### config.mk
export PLATFORM = sky130hd
export DESIGN_NAME = conv_window_gen
export DESIGN_NICKNAME = d
export VERILOG_FILES = /design/src/rtl/cnn_pkg.sv /design/src/rtl/line_buffer.sv /design/src/rtl/conv_window_gen.sv
export SDC_FILE = /design/constraint.sdc
export NUM_CORES = 1
export LEC_CHECK = 0
export BUFFER_PORTS_ARGS = -buffer_cell sky130_fd_sc_hd__buf_2
export CORE_MARGIN = 1.5
export CORE_UTILIZATION = 53
export DETAILED_ROUTE_END_ITERATION = 12
export HOLD_SLACK_MARGIN = 0.12
export PLACE_DENSITY = 0.69
export SETUP_SLACK_MARGIN = 0.15
export SLEW_MARGIN = 20
export SYNTH_ARGS = -nofsm -noshare
export SYNTH_HDL_FRONTEND = slang
export SYNTH_HIERARCHICAL = 1
export SYNTH_SLANG_ARGS = --single-unit
### constraint.sdc
create_clock -name clk -period 10.4 [get_ports clk]
set_clock_uncertainty 0.2 [all_clocks]
set_input_delay 2.08 -clock clk [delete_from_list [all_inputs] [get_ports clk]]
set_output_delay 2.08 -clock clk [all_outputs]
set_load 0.01 [all_outputs]
### src/rtl/cnn_pkg.sv
// Shared constants and types for the CNN front end (frame geometry, pixel/window types, window FSM states).
package cnn_pkg;
   localparam int DATA_W = 16;
   localparam int IMG_W  = 28;
   localparam int IMG_H  = 28;
   localparam int KSIZE  = 3;

   typedef logic signed [DATA_W-1:0] pixel_t;
   typedef pixel_t window_t [KSIZE*KSIZE];

   typedef enum logic [1:0] {
      ST_IDLE   = 2'd0,
      ST_STREAM = 2'd1,
      ST_DRAIN  = 2'd2,
      ST_DONE   = 2'd3
   } win_state_e;
endpackage

### src/rtl/line_buffer.sv
// Circular line buffer: one read and one write per cycle at the same pointer.
// Read is combinational, so the value leaving the buffer is the one written DEPTH accepts earlier.
module line_buffer #(
   parameter int DEPTH = 28,
   parameter int WIDTH = 16
) (
   input  logic             clk,
   input  logic             n_reset,
   input  logic             i_en,
   input  logic [WIDTH-1:0] i_wr_data,
   output logic [WIDTH-1:0] o_rd_data
);
   localparam int PTR_W = (DEPTH > 1) ? $clog2(DEPTH) : 1;

   logic [WIDTH-1:0] r_mem [DEPTH];
   logic [PTR_W-1:0] r_ptr;

   always_ff @(posedge clk or negedge n_reset) begin
      if (!n_reset) begin
         r_ptr <= '0;
      end else if (i_en) begin
         r_ptr <= (r_ptr == PTR_W'(DEPTH-1)) ? '0 : r_ptr + 1'b1;
      end
   end

   // Storage is intentionally not reset; contents are don't-care until rows are filled.
   always_ff @(posedge clk) begin
      if (i_en) begin
         r_mem[r_ptr] <= i_wr_data;
      end
   end

   assign o_rd_data = r_mem[r_ptr];
endmodule

### src/rtl/conv_window_gen.sv
// 3x3 sliding-window generator: drives the image reader address and builds windows from
// its pixel stream with two line buffers and a 3x3 register array.
//
// state     | meaning
// ----------+-------------------------------------------------------
// ST_IDLE   | waiting for start, address=0
// ST_STREAM | issuing addresses 1..IMG_W*IMG_H, accepting pixels
// ST_DRAIN  | all addresses issued, accepting remaining pixels
// ST_DONE   | one-cycle done pulse, then back to IDLE
module conv_window_gen
   import cnn_pkg::*;
#(
   parameter int DATA_W = cnn_pkg::DATA_W,
   parameter int IMG_W  = cnn_pkg::IMG_W,
   parameter int IMG_H  = cnn_pkg::IMG_H,
   parameter int ADDR_W = 16
) (
   input  logic                     clk,
   input  logic                     n_reset,
   input  logic                     start,
   output logic [ADDR_W-1:0]        address,
   output logic                     rd_en,
   input  logic signed [DATA_W-1:0] feat_in,
   input  logic                     feat_ready,
   output logic [9*DATA_W-1:0]      win_out,
   output logic                     win_valid,
   output logic [4:0]               win_row,
   output logic [4:0]               win_col,
   output logic                     busy,
   output logic                     done
);
   localparam int NWIN  = KSIZE*KSIZE;
   localparam int COL_W = $clog2(IMG_W);
   localparam int ROW_W = $clog2(IMG_H+1);
   localparam logic [ADDR_W-1:0] LAST_ADDR = ADDR_W'(IMG_W*IMG_H);
   localparam logic [4:0] LAST_WROW = 5'(IMG_H-KSIZE);
   localparam logic [4:0] LAST_WCOL = 5'(IMG_W-KSIZE);

   win_state_e r_state, w_state_nxt;
   logic [ADDR_W-1:0] r_addr;
   logic [COL_W-1:0] r_col;
   logic [ROW_W-1:0] r_row;
   logic signed [DATA_W-1:0] r_win [NWIN];
   logic signed [DATA_W-1:0] w_win_nxt [NWIN];
   logic signed [DATA_W-1:0] w_lb0_q, w_lb1_q;
   logic [9*DATA_W-1:0] r_win_out;
   logic r_win_valid;
   logic [4:0] r_win_row, r_win_col;
   logic w_busy, w_accept, w_win_ok, w_frame_go;

   always_ff @(posedge clk or negedge n_reset) begin
      if (!n_reset) r_state <= ST_IDLE;
      else          r_state <= w_state_nxt;
   end

   always_comb begin
      w_state_nxt = r_state;
      w_busy      = 1'b0;
      done        = 1'b0;
      case (r_state)
         ST_IDLE: begin
            if (start) w_state_nxt = ST_STREAM;
         end
         ST_STREAM: begin
            w_busy = 1'b1;
            if (r_addr == LAST_ADDR) w_state_nxt = ST_DRAIN;
         end
         ST_DRAIN: begin
            w_busy = 1'b1;
            if (r_win_valid && r_win_row == LAST_WROW && r_win_col == LAST_WCOL)
               w_state_nxt = ST_DONE;
         end
         ST_DONE: begin
            done        = 1'b1;
            w_state_nxt = ST_IDLE;
         end
         default: w_state_nxt = ST_IDLE;
      endcase
   end

   assign busy       = w_busy;
   assign rd_en      = w_busy;
   assign w_frame_go = (r_state == ST_IDLE) && start;
   assign w_accept   = w_busy && feat_ready;
   assign w_win_ok   = w_accept && (r_row >= ROW_W'(2)) && (r_col >= COL_W'(2));

   always_ff @(posedge clk or negedge n_reset) begin
      if (!n_reset) begin
         r_addr <= '0;
      end else if (w_frame_go) begin
         r_addr <= ADDR_W'(1);
      end else if (r_state == ST_STREAM && r_addr != LAST_ADDR) begin
         r_addr <= r_addr + 1'b1;
      end else begin
         r_addr <= '0;
      end
   end

   assign address = r_addr;

   always_ff @(posedge clk or negedge n_reset) begin
      if (!n_reset) begin
         r_col <= '0;
         r_row <= '0;
      end else if (w_frame_go) begin
         r_col <= '0;
         r_row <= '0;
      end else if (w_accept) begin
         if (r_col == COL_W'(IMG_W-1)) begin
            r_col <= '0;
            r_row <= r_row + 1'b1;
         end else begin
            r_col <= r_col + 1'b1;
         end
      end
   end

   // lb1 delays the stream by one row, lb0 re-delays lb1's output by another row.
   line_buffer #(.DEPTH(IMG_W), .WIDTH(DATA_W)) u_lb1 (
      .clk       (clk),
      .n_reset   (n_reset),
      .i_en      (w_accept),
      .i_wr_data (feat_in),
      .o_rd_data (w_lb1_q)
   );

   line_buffer #(.DEPTH(IMG_W), .WIDTH(DATA_W)) u_lb0 (
      .clk       (clk),
      .n_reset   (n_reset),
      .i_en      (w_accept),
      .i_wr_data (w_lb1_q),
      .o_rd_data (w_lb0_q)
   );

   always_comb begin
      w_win_nxt = r_win;
      for (int r = 0; r < KSIZE; r++) begin
         for (int c = 0; c < KSIZE-1; c++) begin
            w_win_nxt[r*KSIZE+c] = r_win[r*KSIZE+c+1];
         end
      end
      w_win_nxt[KSIZE-1]        = w_lb0_q;
      w_win_nxt[2*KSIZE-1]      = w_lb1_q;
      w_win_nxt[KSIZE*KSIZE-1]  = feat_in;
   end

   always_ff @(posedge clk or negedge n_reset) begin
      if (!n_reset) begin
         r_win       <= '{default: '0};
         r_win_out   <= '0;
         r_win_valid <= 1'b0;
         r_win_row   <= '0;
         r_win_col   <= '0;
      end else begin
         r_win_valid <= w_win_ok;
         if (w_accept) r_win <= w_win_nxt;
         if (w_win_ok) begin
            for (int i = 0; i < NWIN; i++) begin
               r_win_out[DATA_W*i +: DATA_W] <= w_win_nxt[i];
            end
            r_win_row <= 5'(r_row - ROW_W'(2));
            r_win_col <= 5'(r_col - COL_W'(2));
         end
      end
   end

   assign win_out   = r_win_out;
   assign win_valid = r_win_valid;
   assign win_row   = r_win_row;
   assign win_col   = r_win_col;
endmodule

==> reports/metrics.yaml <==
tightest_slew_ns: 1.09
fin_nets: 2958
highest_layer: "met4"
firstDrtPassIters: 5
min_period_ns: 4.91
cts_setup_buffers: 0
die_area_sq_um: 90800
dpl-instance-area_sq_um: 49000
wl_met2_microns: 52000
final_cell_mix: "896 x edfxtp_1, 365 x nand2_1, 284 x dfrtp_1"
yosys.area.top_type: "edfxtp_1"
worst_hold_path_type: "reg2reg"
power_frac_seq: 0.441
vias: 24800
hold_viol_final: 0
cts_buffers: 111
synth_nets: 2718
routedWlPerCell_microns: 25.6
drt_iter0_drc: 2510
met3_length_microns: 6750
antenna_found_initial: 0
peakVddDrop_v: 0.000181
die_w_microns: 301
ys_ff_latch: 1185
cp.arrival_ns: 5.25
grt_pass1_wl_microns: 160000
min_from: "r_win[125]"
cts_hold_buf: 0
netlist_area_sq_um: 47100
layout_commonest_cell: "edfxtp_1"
start_util: 0.534
netSwitchingFraction: 0.337
p_int_mw: 10.1
regToRegSetupSlack_ns: 6.08
period_share: 0.472
overflow: 0
die_h_microns: 301
cts_tree: "built"
grt_max_degree: 131
viasPerCell: 5.94
ant_nets: 0
htreeDepth: 3
critical_path_class: "in2reg"
hpwl_microns: 64800
max_slew_margin: 0.272
met1_length_microns: 44500
setup_violations: 0
ios: 194
synth.area.top_cells: "edfxtp_1 57%, dfrtp_1 15%, mux4_2 6.4%, mux2_4 4.7%, mux2i_1 3.7%"
regToRegEndpoint: "win_out[88]"
cp-start-kind: "input pin"
reg2reg_depth: 8
p_switching_mw: 5.15
ys_seq_area_frac: 0.724
portBuffers: 193
crit_buf_inv: 3
ys_types: 66
area_growth_pct: 11.7
r2r-start: "u_lb1/r_ptr[1]"
cts_resized: 0
crit_required_ns: 10.74
timing.hold.worst_endpoint: "r_win[125]"
post_route_cells_drive_above_1_share: 0.250
whs_path_depth: 2
cts_num_sinks: 1185
cts.path.max_buffers: 3
ys_warn_count: 6
p_comb_frac: 0.299
critPathTopFamily: "buffers and inverters"
cpPeakStageDelay_ns: 0.98
root_buffer: "clkbuf_16"
status: "complete, no violations"
synthFlopType: "edfxtp_1"
drv_cap: 0
path_max_fanout: 103
report.final.slew_viol_count: 0
synthDominantCellAreaShare: 0.571
critPathSlowestCell: "buf_4"
grt_pass1_vias: 24900
num_rows: 109
core_sq_um: 88200
clkTransAtPathRegs_ns: 0.06
avgSynthCellArea_sq_um: 17.6
fin_area_sq_um: 52700
clkLatencyLatePin_ns: 0.66
p_per_area_nw_per_um2: 290
synth_cells: 2673
setup_tns_ns: 0
grt_setup_unrepaired: "no"
worstPathCellList: "buf_2 > nand2_4 > buf_6 > or3_4 > buf_4 > mux2_4"
synth_edf_count: 896
grt_use_total: 0.237
max_freq_ghz: 0.204
drc: 0
routed_wl_microns: 107000
pwr-share-clk: 0.260
globalplace.congestion: 0.897
async_reset_ff_frac: 0.244
p_leak_nw: 20.5
end_kind: "flip-flop"
==> logic make-up after synthesis <==
logic type | synth area share
AOI/OAI and AO/OA | 0.0304
and+or+nand+nor | 0.0555
adders and majority gates | 0.00663
buffers and inverters | 0.0269
DFF | 0.724
muxes | 0.153
xor gates and xnor gates | 0.00372
==> tightest hold or removal path, cell delays in order, from the launching register on <==
cell and delay [ns]:
dfrtp_1 0.34, nand2_1 0.05, nand2_1 0.06
==> through the flow <==
step            util  total power, mW  std cells  setup WS [ns]  hold WS, ns
2_1_floorplan      -             9.57       2673           5.25        0.246
3_3_place_gp   0.556             11.2       3963           4.62        0.262
5_1_grt        0.597             15.9       4171           5.37        0.304
3_5_place_dp   0.556             11.4       3963           4.55        0.263
6_report       0.597             15.3       4172           5.49        0.279
4_1_cts        0.596             15.3       4169           5.27        0.279
==> worst max path at each step <==
stage / start / end / cells past startpoint
after floorplan: feat_ready / u_lb1/r_mem[11][0] / 7
after global placement: feat_ready / win_out[85] / 6
after CTS: feat_ready / win_out[7] / 6
after global routing: feat_ready / win_out[84] / 6
final: feat_ready / win_out[84] / 6
after detailed placement: feat_ready / win_out[85] / 6
==> flip-flops by register name (all words and copies together) (netlist names), 16 cells and up <==
signal	cells
u_lb0/r_mem	448
u_lb1/r_mem	448
address	16
win_out	144
r_win	96
==> synth_stat cells, types with 6 or more instances <==
cell type / instances
dfrtp_1: 289
nand2b_1: 6
o211ai_1: 15
a21oi_1: 27
clkbuf_1: 35
nand3_1: 55
mux2_2: 8
o21ai_0: 21
a22oi_1: 66
xor2_1: 16
a31o_1: 6
nor2_1: 71
and3_1: 13
edfxtp_1: 896
mux4_2: 134
buf_2: 32
nor2b_1: 10
buf_1: 9
nand4_1: 18
inv_1: 24
o22ai_1: 30
buf_4: 12
and2_1: 16
a211oi_1: 12
nand2_1: 366
ha_1: 25
buf_6: 30
mux2i_1: 176
buf_12: 19
mux2_4: 147
nor3_1: 16
==> layer usage <==
metal | global-route usage | up-vias
met4 | 0.0804 | 0
met5 | 0 | -
met1 | 0.334 | 13000
li1 | - | 10700
met3 | 0.0377 | 168
met2 | 0.379 | 888
==> cell type report <==
class | count | area (sq um)
Fill cell | 6308 | 35600
Sequential cell | 1185 | 34200
Multi-Input combinational cell | 1322 | 11800
Clock buffer | 139 | 3050
Timing Repair Buffer | 267 | 1590
Tap cell | 1165 | 1460
Clock inverter | 67 | 526
Inverter | 26 | 100
Antenna cell | 1 | 2.50
==> power by group through the flow <==
stage | combinational, mW | sequential, mW | clock, mW
floorplan | 2.91 | 6.66 | 0
CTS | 4.57 | 6.73 | 4.03
global route | 4.86 | 6.79 | 4.20
finish | 4.57 | 6.73 | 3.97
detailed placement | 4.55 | 6.82 | 0
global placement | 4.44 | 6.79 | 0
No activity file was read; power rests on OpenSTA's default activity.
